==> src/rtl/core_muldiv_unit.sv <==
`default_nettype none
// ============================================================================
// core_muldiv_unit : iterative RV32M multiply/divide unit for the EX stage
// Revision 1.0
// ============================================================================
module core_muldiv_unit #(
  parameter int XLEN           = 32,
  parameter int BITS_PER_CYCLE = 1
) (
  input  logic            clk,
  input  logic            rst_n,
  input  logic            i_valid,
  input  logic [2:0]      i_funct3,
  input  logic [XLEN-1:0] i_rs1,
  input  logic [XLEN-1:0] i_rs2,
  input  logic [4:0]      i_rd,
  input  logic            i_flush,
  input  logic            i_ack,
  output logic            o_busy,
  output logic            o_valid,
  output logic [XLEN-1:0] o_res,
  output logic [4:0]      o_rd
);

  localparam int c_n_iter = XLEN / BITS_PER_CYCLE;
  localparam int c_cnt_w  = (c_n_iter > 1) ? $clog2(c_n_iter) : 1;
  localparam logic [c_cnt_w-1:0] c_last = c_cnt_w'(c_n_iter - 1);
  localparam logic [XLEN-1:0]    c_smin = {1'b1, {(XLEN-1){1'b0}}};

  typedef enum logic [1:0] {
    IDLE = 2'd0,
    CALC = 2'd1,
    DONE = 2'd2
  } state_t;

  state_t              r_state;
  logic [c_cnt_w-1:0]  r_cnt;
  logic [2:0]          r_funct3;
  logic [XLEN-1:0]     r_opb;
  logic [2*XLEN-1:0]   r_acc;
  logic                r_neg;
  logic                r_neg_rem;

  logic                w_s1_signed;
  logic                w_s2_signed;
  logic                w_neg1;
  logic                w_neg2;
  logic                w_is_div;
  logic                w_div_zero;
  logic                w_div_ovf;
  logic                w_fast;
  logic [XLEN-1:0]     w_mag1;
  logic [XLEN-1:0]     w_mag2;
  logic [XLEN-1:0]     w_fast_res;

  logic [XLEN:0]                  w_trial;
  logic                           w_ge;
  logic [XLEN-1:0]                w_rem;
  logic [XLEN-1:0]                w_quo;
  logic [XLEN+BITS_PER_CYCLE-1:0] w_partial;
  logic [XLEN+BITS_PER_CYCLE-1:0] w_sum;
  logic [2*XLEN-1:0]              w_acc_next;

  logic [2*XLEN-1:0]   w_prod;
  logic [XLEN-1:0]     w_quot;
  logic [XLEN-1:0]     w_remd;
  logic [XLEN-1:0]     w_result;

  assign o_busy  = (r_state != IDLE);
  assign o_valid = (r_state == DONE);

  always_comb begin
    w_s1_signed = 1'b0;
    w_s2_signed = 1'b0;
    case (i_funct3)
      3'b001, 3'b100, 3'b110: begin
        w_s1_signed = 1'b1;
        w_s2_signed = 1'b1;
      end
      3'b010:  w_s1_signed = 1'b1;
      default: ;
    endcase
  end

  assign w_neg1 = w_s1_signed & i_rs1[XLEN-1];
  assign w_neg2 = w_s2_signed & i_rs2[XLEN-1];
  assign w_mag1 = w_neg1 ? -i_rs1 : i_rs1;
  assign w_mag2 = w_neg2 ? -i_rs2 : i_rs2;

  // Division corner cases resolve without iterating.
  assign w_is_div   = i_funct3[2];
  assign w_div_zero = w_is_div && (i_rs2 == '0);
  assign w_div_ovf  = w_is_div && !i_funct3[0] && (i_rs1 == c_smin) && (i_rs2 == '1);
  assign w_fast     = w_div_zero || w_div_ovf;

  always_comb begin
    w_fast_res = '0;
    if (w_div_zero) begin
      w_fast_res = i_funct3[1] ? i_rs1 : '1;
    end else begin
      w_fast_res = i_funct3[1] ? '0 : i_rs1;
    end
  end

  // One iteration: r_acc holds {partial product, multiplier} or {remainder, dividend/quotient}.
  always_comb begin
    w_trial    = '0;
    w_ge       = 1'b0;
    w_rem      = r_acc[2*XLEN-1:XLEN];
    w_quo      = r_acc[XLEN-1:0];
    w_partial  = '0;
    w_sum      = '0;
    w_acc_next = r_acc;
    if (r_funct3[2]) begin
      for (int i = 0; i < BITS_PER_CYCLE; i++) begin
        w_trial = {w_rem, w_quo[XLEN-1]};
        w_ge    = (w_trial >= {1'b0, r_opb});
        if (w_ge) begin
          w_trial = w_trial - {1'b0, r_opb};
        end
        w_rem = w_trial[XLEN-1:0];
        w_quo = {w_quo[XLEN-2:0], w_ge};
      end
      w_acc_next = {w_rem, w_quo};
    end else begin
      for (int i = 0; i < BITS_PER_CYCLE; i++) begin
        if (r_acc[i]) begin
          w_partial = w_partial + ({{BITS_PER_CYCLE{1'b0}}, r_opb} << i);
        end
      end
      w_sum      = {{BITS_PER_CYCLE{1'b0}}, r_acc[2*XLEN-1:XLEN]} + w_partial;
      w_acc_next = {w_sum, r_acc[XLEN-1:BITS_PER_CYCLE]};
    end
  end

  assign w_prod = r_neg ? -w_acc_next : w_acc_next;
  assign w_quot = r_neg ? -w_acc_next[XLEN-1:0] : w_acc_next[XLEN-1:0];
  assign w_remd = r_neg_rem ? -w_acc_next[2*XLEN-1:XLEN] : w_acc_next[2*XLEN-1:XLEN];

  always_comb begin
    w_result = '0;
    case (r_funct3)
      3'b000:                 w_result = w_prod[XLEN-1:0];
      3'b001, 3'b010, 3'b011: w_result = w_prod[2*XLEN-1:XLEN];
      3'b100, 3'b101:         w_result = w_quot;
      default:                w_result = w_remd;
    endcase
  end

  always_ff @(posedge clk or negedge rst_n) begin
    if (!rst_n) begin
      r_state   <= IDLE;
      r_cnt     <= '0;
      r_funct3  <= '0;
      r_opb     <= '0;
      r_acc     <= '0;
      r_neg     <= 1'b0;
      r_neg_rem <= 1'b0;
      o_res     <= '0;
      o_rd      <= '0;
    end else begin
      case (r_state)
        IDLE: begin
          if (i_valid && !i_flush) begin
            r_funct3  <= i_funct3;
            o_rd      <= i_rd;
            r_cnt     <= '0;
            r_neg     <= w_neg1 ^ w_neg2;
            r_neg_rem <= w_neg1;
            r_opb     <= w_is_div ? w_mag2 : w_mag1;
            r_acc     <= {{XLEN{1'b0}}, (w_is_div ? w_mag1 : w_mag2)};
            if (w_fast) begin
              o_res   <= w_fast_res;
              r_state <= DONE;
            end else begin
              r_state <= CALC;
            end
          end
        end
        CALC: begin
          if (i_flush) begin
            r_state <= IDLE;
          end else begin
            r_acc <= w_acc_next;
            r_cnt <= r_cnt + 1'b1;
            if (r_cnt == c_last) begin
              o_res   <= w_result;
              r_state <= DONE;
            end
          end
        end
        DONE: begin
          if (i_flush || i_ack) begin
            r_state <= IDLE;
          end
        end
        default: r_state <= IDLE;
      endcase
    end
  end

endmodule
`default_nettype wire

==> config.mk <==
export PLATFORM = sky130hd
export DESIGN_NAME = core_muldiv_unit
export DESIGN_NICKNAME = d
export VERILOG_FILES = /design/src/rtl/core_muldiv_unit.sv
export SDC_FILE = /design/constraint.sdc
export NUM_CORES = 1
export LEC_CHECK = 0
export BUFFER_PORTS_ARGS = -buffer_cell sky130_fd_sc_hd__buf_2
export CORE_MARGIN = 4
export CORE_UTILIZATION = 45
export DETAILED_ROUTE_END_ITERATION = 16
export HOLD_SLACK_MARGIN = 0.02
export SYNTH_ARGS = -nofsm -noshare
export SYNTH_HDL_FRONTEND = slang
export SYNTH_SLANG_ARGS = --single-unit
==> constraint.sdc <==
create_clock -name clk -period 5.8 [get_ports clk]
set_input_delay 0.29 -clock clk [delete_from_list [all_inputs] [get_ports clk]]
set_output_delay 0.29 -clock clk [all_outputs]
set_load 0.05 [all_outputs]
==> results of run 1 <==
-- cell type report --
class	count	share of cell area, %
clock buffers	18	2.38
clock inverters	13	0.701
inverters	71	1.48
multi-input cells	1888	65.8
flip-flops and latches	145	20.2
well taps	461	3.20
repair buffers	187	6.32
-- synth_stat cells, drive strengths merged (7+ instances only) --
cell type,instances
o21a,16
mux2i,38
nor2b,10
a211o,7
xor2,79
a21oi,235
nand3,37
ha,71
nor2,247
nand2b,16
or4,12
clkbuf,109
nand4,33
dfrtp,145
and3,11
a211oi,34
a31oi,29
o41ai,10
buf,29
a21o,24
nor4,22
o221ai,10
xnor2,108
a22o,19
o22ai,10
o211ai,27
o31ai,47
a2111oi,9
o21ai,200
and2,41
or2,12
a21boi,7
nor3,51
or3,21
nand2,271
o21bai,13
inv,69
mux2,15
a221oi,18
-- worst min-delay path, delay by kind of cell --
kind / cells / cell delay (ps)
buffers and inverters: 1 / 80
AND/OR/NAND/NOR: 2 / 80
-- report_power, final --
group	leakage (nW)	internal [mW]	switching, mW
registers	1.82	1.25	0.324
clock network	0.261	0.597	0.523
logic	5.41	2.26	4.14
-- routing by layer --
metal	track usage [%]	vias to the layer above	share of wire [%]
li1	-	8308	-
met1	46.9	8428	42
met2	54.7	842	45
met3	5.55	154	8.1
met4	15.7	2	5.2
met5	0	-	0.023
-- flip-flops by register name, summed over array words and instances (netlist names) --
signal / cells
o_rd: 5
o_res: 32
r_acc: 64
r_cnt: 5
r_funct3: 3
r_neg: 1
r_neg_rem: 1
r_opb: 32
r_state: 2
-- through the flow --
stage	hold WS [ps]	utilization (%)
finish	38.5	50.5
global route	38.8	50.5
CTS	24.5	50.5
detailed placement	425	48.9
global placement	426	48.9
floorplan	-5.59	-
-- how the worst min path moves through the flow --
stage                           endpoint  slack (ps)  cells past startpoint
global placement    r_opb[7]$_DFFE_PN0P_         430                      1
global route         o_rd[4]$_DFFE_PN0P_          40                      3
floorplan            o_rd[0]$_DFFE_PN0P_          -6                      0
detailed placement  r_acc[6]$_DFFE_PN0P_         430                      1
finish               o_rd[0]$_DFFE_PN0P_          40                      3
CTS                  o_rd[0]$_DFFE_PN0P_          20                      3
-- what timing repair did --
item	CTS	global route
endpoints found under the hold margin	82	0
hold buffers	2	0
resized for setup	0	3
endpoints found under the setup margin	0	3
-- logic make-up after synthesis --
family / Yosys count / share of synthesized area (%)
multiplexers: 53 / 3.38
adder cells (fa/ha/maj): 73 / 5.71
AND/OR/NAND/NOR: 806 / 23.0
flip-flops: 145 / 22.3
AO/OA/AOI/OAI: 769 / 30.4
XOR/XNOR: 187 / 10.1
buffers and inverters: 209 / 5.11
==> results_dict.tcl, run 1 <==
set metrics [dict create \
    p_total_mw 9.10 \
    synth.avg_cell_area_sq_um 7.26 \
    reg2reg_depth 16 \
    finalHoldViolCount 0 \
    nNetsFinal 2460 \
    vdd_drop_max_mv 0.228 \
    multi_input_area_sq_um 11900 \
    max_cap_violations 0 \
    post-cts-setup-buffers 0 \
    grt_max_degree 107 \
    routed_via_density 6.37 \
    hold_path_class "primary input to flop" \
    crit_family "compound AO/OA/AOI/OAI gates" \
    most-common-layout-cells "nand2_1 (269), nor2_1 (244), a21oi_1 (233)" \
    syn-num-nets 2392 \
    synth_edf_count 0 \
    die_area_sq_um 39300 \
    startpoint_type "flop" \
    crit_path_start "r_acc[39]$_DFFE_PN0P_" \
    drc 0 \
    dpl_cell_area_sq_um 17400 \
    crit_fanout 21 \
    cts_buffer_depth 2 \
    grt_pass1_vias 16668 \
    synth_top_area_share_pct 22.3 \
    syn_to_final_growth_pct 10.8 \
    ys_types 100 \
    power.density_nw_per_um2 505 \
    grt_overflow 0 \
    grt_pass1_wl_mm 105 \
    core-area_sq_um 35700 \
    syn-instance-count 2242 \
    die_h_um 198 \
    yosysSeqAreaShare_pct 22.3 \
    cts_root_buffer "clkbuf_16" \
    timing.final.ws_setup_ps 241 \
    synth_area_sq_um 16300 \
    fmax_mhz 180 \
    detail_route.wl_per_cell_um 25.1 \
    post-route-period-util_pct 95.9 \
    p_leak_nw 7.49 \
    fin_crit_ps 5560 \
    htreeDepth 4 \
    cpMaxStageDelayCell "a2111oi_4" \
    ys_seq_elements 145 \
    worstSkewPairLatency_ps 450 \
    drive_gt1_share_pct 12.1 \
    io_pins 116 \
    globalplace.congestion 1.02 \
    synthFlopType "dfrtp_1" \
    rrSetupSlack_ps 240 \
    cts_tree "yes" \
    num_rows 69 \
    vias 17734 \
    diodes 0 \
    synth_area_leaders "dfrtp_1 (22%), a21oi_1 (7.2%), nand2_1 (6.2%)" \
    cts_buffers 17 \
    track_usage_pct 34.7 \
    path_clk_slew_ps 70 \
    fillCellCount 3624 \
    final_common_cell "nand2_1" \
    reg2reg_to "o_res[27]$_DFFE_PN0P_" \
    ant_nets 0 \
    fin_area_sq_um 18000 \
    worstHoldStart "i_rd[0]" \
    antenna_found_initial 3 \
    start_util_pct 45.6 \
    finClkSkew_ps 11.3 \
    critPathKind "flop to flop" \
    r2r_start "r_acc[39]$_DFFE_PN0P_" \
    finalSetupViolCount 0 \
    required_ps 6110 \
    worstPathArrival_ps 5870 \
    cp_slowest_stage_delay_ps 560 \
    regArea_sq_um 3630 \
    first_pass_iters 6 \
    cp_common_cell "buf_4" \
    async_flop_share_pct 100 \
    outcome "completed" \
    ys.warnings.count 0 \
    dp_slack_ps 434 \
    rsz0062_at_grt "no" \
    place_inst 2750 \
    die_w_um 198 \
    crit_buf_inv 3 \
    timing.slew.headroom_pct 14.7 \
    worst_pin_slew_ps 1280 \
    cp-end-kind "flop" \
    synth_top_cell_by_area "dfrtp_1" \
    tns_ps 0 \
    port_buffers 115 \
    cts.sink_count 145 \
    crit_chain "ha_1 > inv_1 > nor2_1 > a31oi_1 > a21oi_2 > o211ai_4 > buf_4 > nand3_1 > o221a_2 > a2111oi_4 > nand4_1 > o31ai_1 > xor2_1 > a211oi_1 > buf_4 > o21ai_0" \
    critPathCapture "o_res[27]$_DFFE_PN0P_" \
    wirelength_mm 69.7 \
    slew_violations 0 \
    stdcell_count 2783 \
    place_hpwl_mm 54.7 \
    drt_iter0_markers 1898 \
    crit_cells 16 \
]
Note: power is estimated with default switching activity, not from simulation.
==> inputs of run 2 (changes only) <==
Settings changed: CORE_ASPECT_RATIO from default to 0.75.
==> results_dict.tcl, run 2 (same netlist as run 1, synthesis figures left out) <==
set metrics [dict create \
    outcome "completed" \
    drive_gt1_share_pct 13.0 \
    finalHoldViolCount 0 \
    cts.sink_count 145 \
    post-route-period-util_pct 94.2 \
    final_common_cell "nand2_1" \
    dp_slack_ps 466 \
    fin_crit_ps 5470 \
    most-common-layout-cells "nand2_1 (269), nor2_1 (244), a21oi_1 (234)" \
    start_util_pct 45.5 \
    r2r_start "r_acc[35]$_DFFE_PN0P_" \
    max_cap_violations 0 \
    fin_area_sq_um 18300 \
    grt_max_degree 107 \
    cts_buffers 17 \
    startpoint_type "flop" \
    vias 18099 \
    p_total_mw 9.26 \
    core-area_sq_um 35700 \
    die_w_um 228 \
    port_buffers 115 \
    finClkSkew_ps 16.1 \
    detail_route.wl_per_cell_um 25.1 \
    timing.slew.headroom_pct 18.7 \
    ant_nets 0 \
    reg2reg_to "o_res[21]$_DFFE_PN0P_" \
    timing.final.ws_setup_ps 335 \
    grt_overflow 0 \
    cp_slowest_stage_delay_ps 590 \
    top_register "r_acc" \
    cts_tree "yes" \
    die_h_um 173 \
    crit_fanout 22 \
    worst_pin_slew_ps 1190 \
    top_regs "r_acc (64), o_res (32), r_opb (32)" \
    cp-end-kind "flop" \
    nNetsFinal 2491 \
    drt_iter0_markers 2173 \
    grt_pass1_wl_mm 105 \
    globalplace.congestion 1.06 \
    wirelength_mm 70.9 \
    crit_path_start "r_acc[35]$_DFFE_PN0P_" \
    path_clk_slew_ps 70 \
    place_hpwl_mm 55.2 \
    antenna_found_initial 3 \
    syn_to_final_growth_pct 12.4 \
    rsz0062_at_grt "no" \
    crit_chain "ha_1 > a21o_1 > a31o_1 > o2111ai_2 > a21oi_2 > o211ai_4 > buf_4 > nand3_1 > o221a_2 > a2111oi_4 > nand2_1 > buf_4 > or4_1 > a211o_1 > a211oi_2 > a2bb2oi_2" \
    stdcell_count 2819 \
    slew_violations 0 \
    worstPathArrival_ps 5850 \
    fmax_mhz 183 \
    critPathCapture "o_res[21]$_DFFE_PN0P_" \
    largest_reg_flops 64 \
    crit_buf_inv 2 \
    grt_pass1_vias 16151 \
    cts_buffer_depth 2 \
    vdd_drop_max_mv 0.248 \
    rrSetupSlack_ps 330 \
    worstSkewPairLatency_ps 460 \
    cpMaxStageDelayCell "a2111oi_4" \
    io_pins 116 \
    reg2reg_depth 16 \
    hold_path_class "primary input to flop" \
    first_pass_iters 7 \
    crit_family "compound AO/OA/AOI/OAI gates" \
    htreeDepth 4 \
    routed_via_density 6.42 \
    crit_cells 16 \
    finalSetupViolCount 0 \
    num_rows 60 \
    cts_root_buffer "clkbuf_16" \
    p_leak_nw 7.66 \
    required_ps 6190 \
    die_area_sq_um 39300 \
    drc 0 \
    track_usage_pct 35.0 \
    cp_common_cell "buf_4" \
    critPathKind "flop to flop" \
    diodes 0 \
    dpl_cell_area_sq_um 17600 \
    tns_ps 0 \
    place_inst 2780 \
    power.density_nw_per_um2 506 \
]
==> run 2: cell count changes in the layout (fill, tap and decap cells not counted), sizes merged <==
cell | before | now
clkinv | 3 | 5
clkbuf | 18 | 17
clkinvlp | 4 | 1
inv | 76 | 79
buf | 185 | 211
dlygate4sd3 | 2 | 7
==> run 2: repair_timing <==
| action | 4_1_cts | 5_1_grt |
|---|---|---|
| endpoints found under the setup margin | 0 | 0 |
| endpoints found under the hold margin | 75 | 0 |
| setup buffers | 0 | 0 |
| resized for setup | 0 | 0 |
| hold buffers | 7 | 0 |
==> run 2: report_power, final <==
part	switching, mW	internal, mW	total (mW)
Clock	0.557	0.614	1.17
Combinational	4.19	2.35	6.54
Sequential	0.303	1.25	1.55
Total	5.05	4.21	9.26
==> run 2: layout make-up <==
| type | instances | area (sq um) |
|---|---|---|
| Timing Repair Buffer | 218 | 1390 |
| Inverter | 71 | 267 |
| Multi-Input combinational cell | 1888 | 11800 |
| Clock inverter | 15 | 164 |
| Clock buffer | 17 | 425 |
| Sequential cell | 145 | 3630 |
| Tap cell | 465 | 582 |
| Fill cell | 3650 | 17400 |
==> run 2: worst register-to-register path, cell delays in order, from the launching register on <==
cell and delay [ps]:
dfrtp_1 440, ha_1 390, a21o_1 230, a31o_1 250, o2111ai_2 330, a21oi_2 150, o211ai_4 270, buf_4 420
nand3_1 320, o221a_2 500, a2111oi_4 590, nand2_1 160, buf_4 180, or4_1 450, a211o_1 330, a211oi_2 250
a2bb2oi_2 160
==> run 2: layer usage <==
metal  global-route usage, %  up-vias  routed length [um]
li1                        -     8360                   -
met1                    54.3     8692               32700
met2                    47.7      943               28400
met3                    9.10      100                7810
met4                    8.69        4                1870
met5                       0        -                  26
==> run 2: through the flow <==
step | utilization, % | hold slack [ps]
detailed placement | 49.3 | 465
finish | 51.2 | 106
global placement | 49.3 | 453
global route | 51.2 | 101
floorplan | - | -5.59
CTS | 51.2 | 89.9
==> run 2: worst min path at each step <==
stage,slack (ps),start,cells past startpoint,to
floorplan,-6,rst_n,0,o_rd[0]$_DFFE_PN0P_
detailed placement,470,o_rd[1]$_DFFE_PN0P_,2,o_rd[1]$_DFFE_PN0P_
finish,110,i_flush,2,r_state[1]$_DFFE_PN0P_
CTS,90,i_flush,2,r_state[1]$_DFFE_PN0P_
global placement,450,o_rd[2]$_DFFE_PN0P_,2,o_rd[2]$_DFFE_PN0P_
global route,100,i_flush,2,r_state[1]$_DFFE_PN0P_
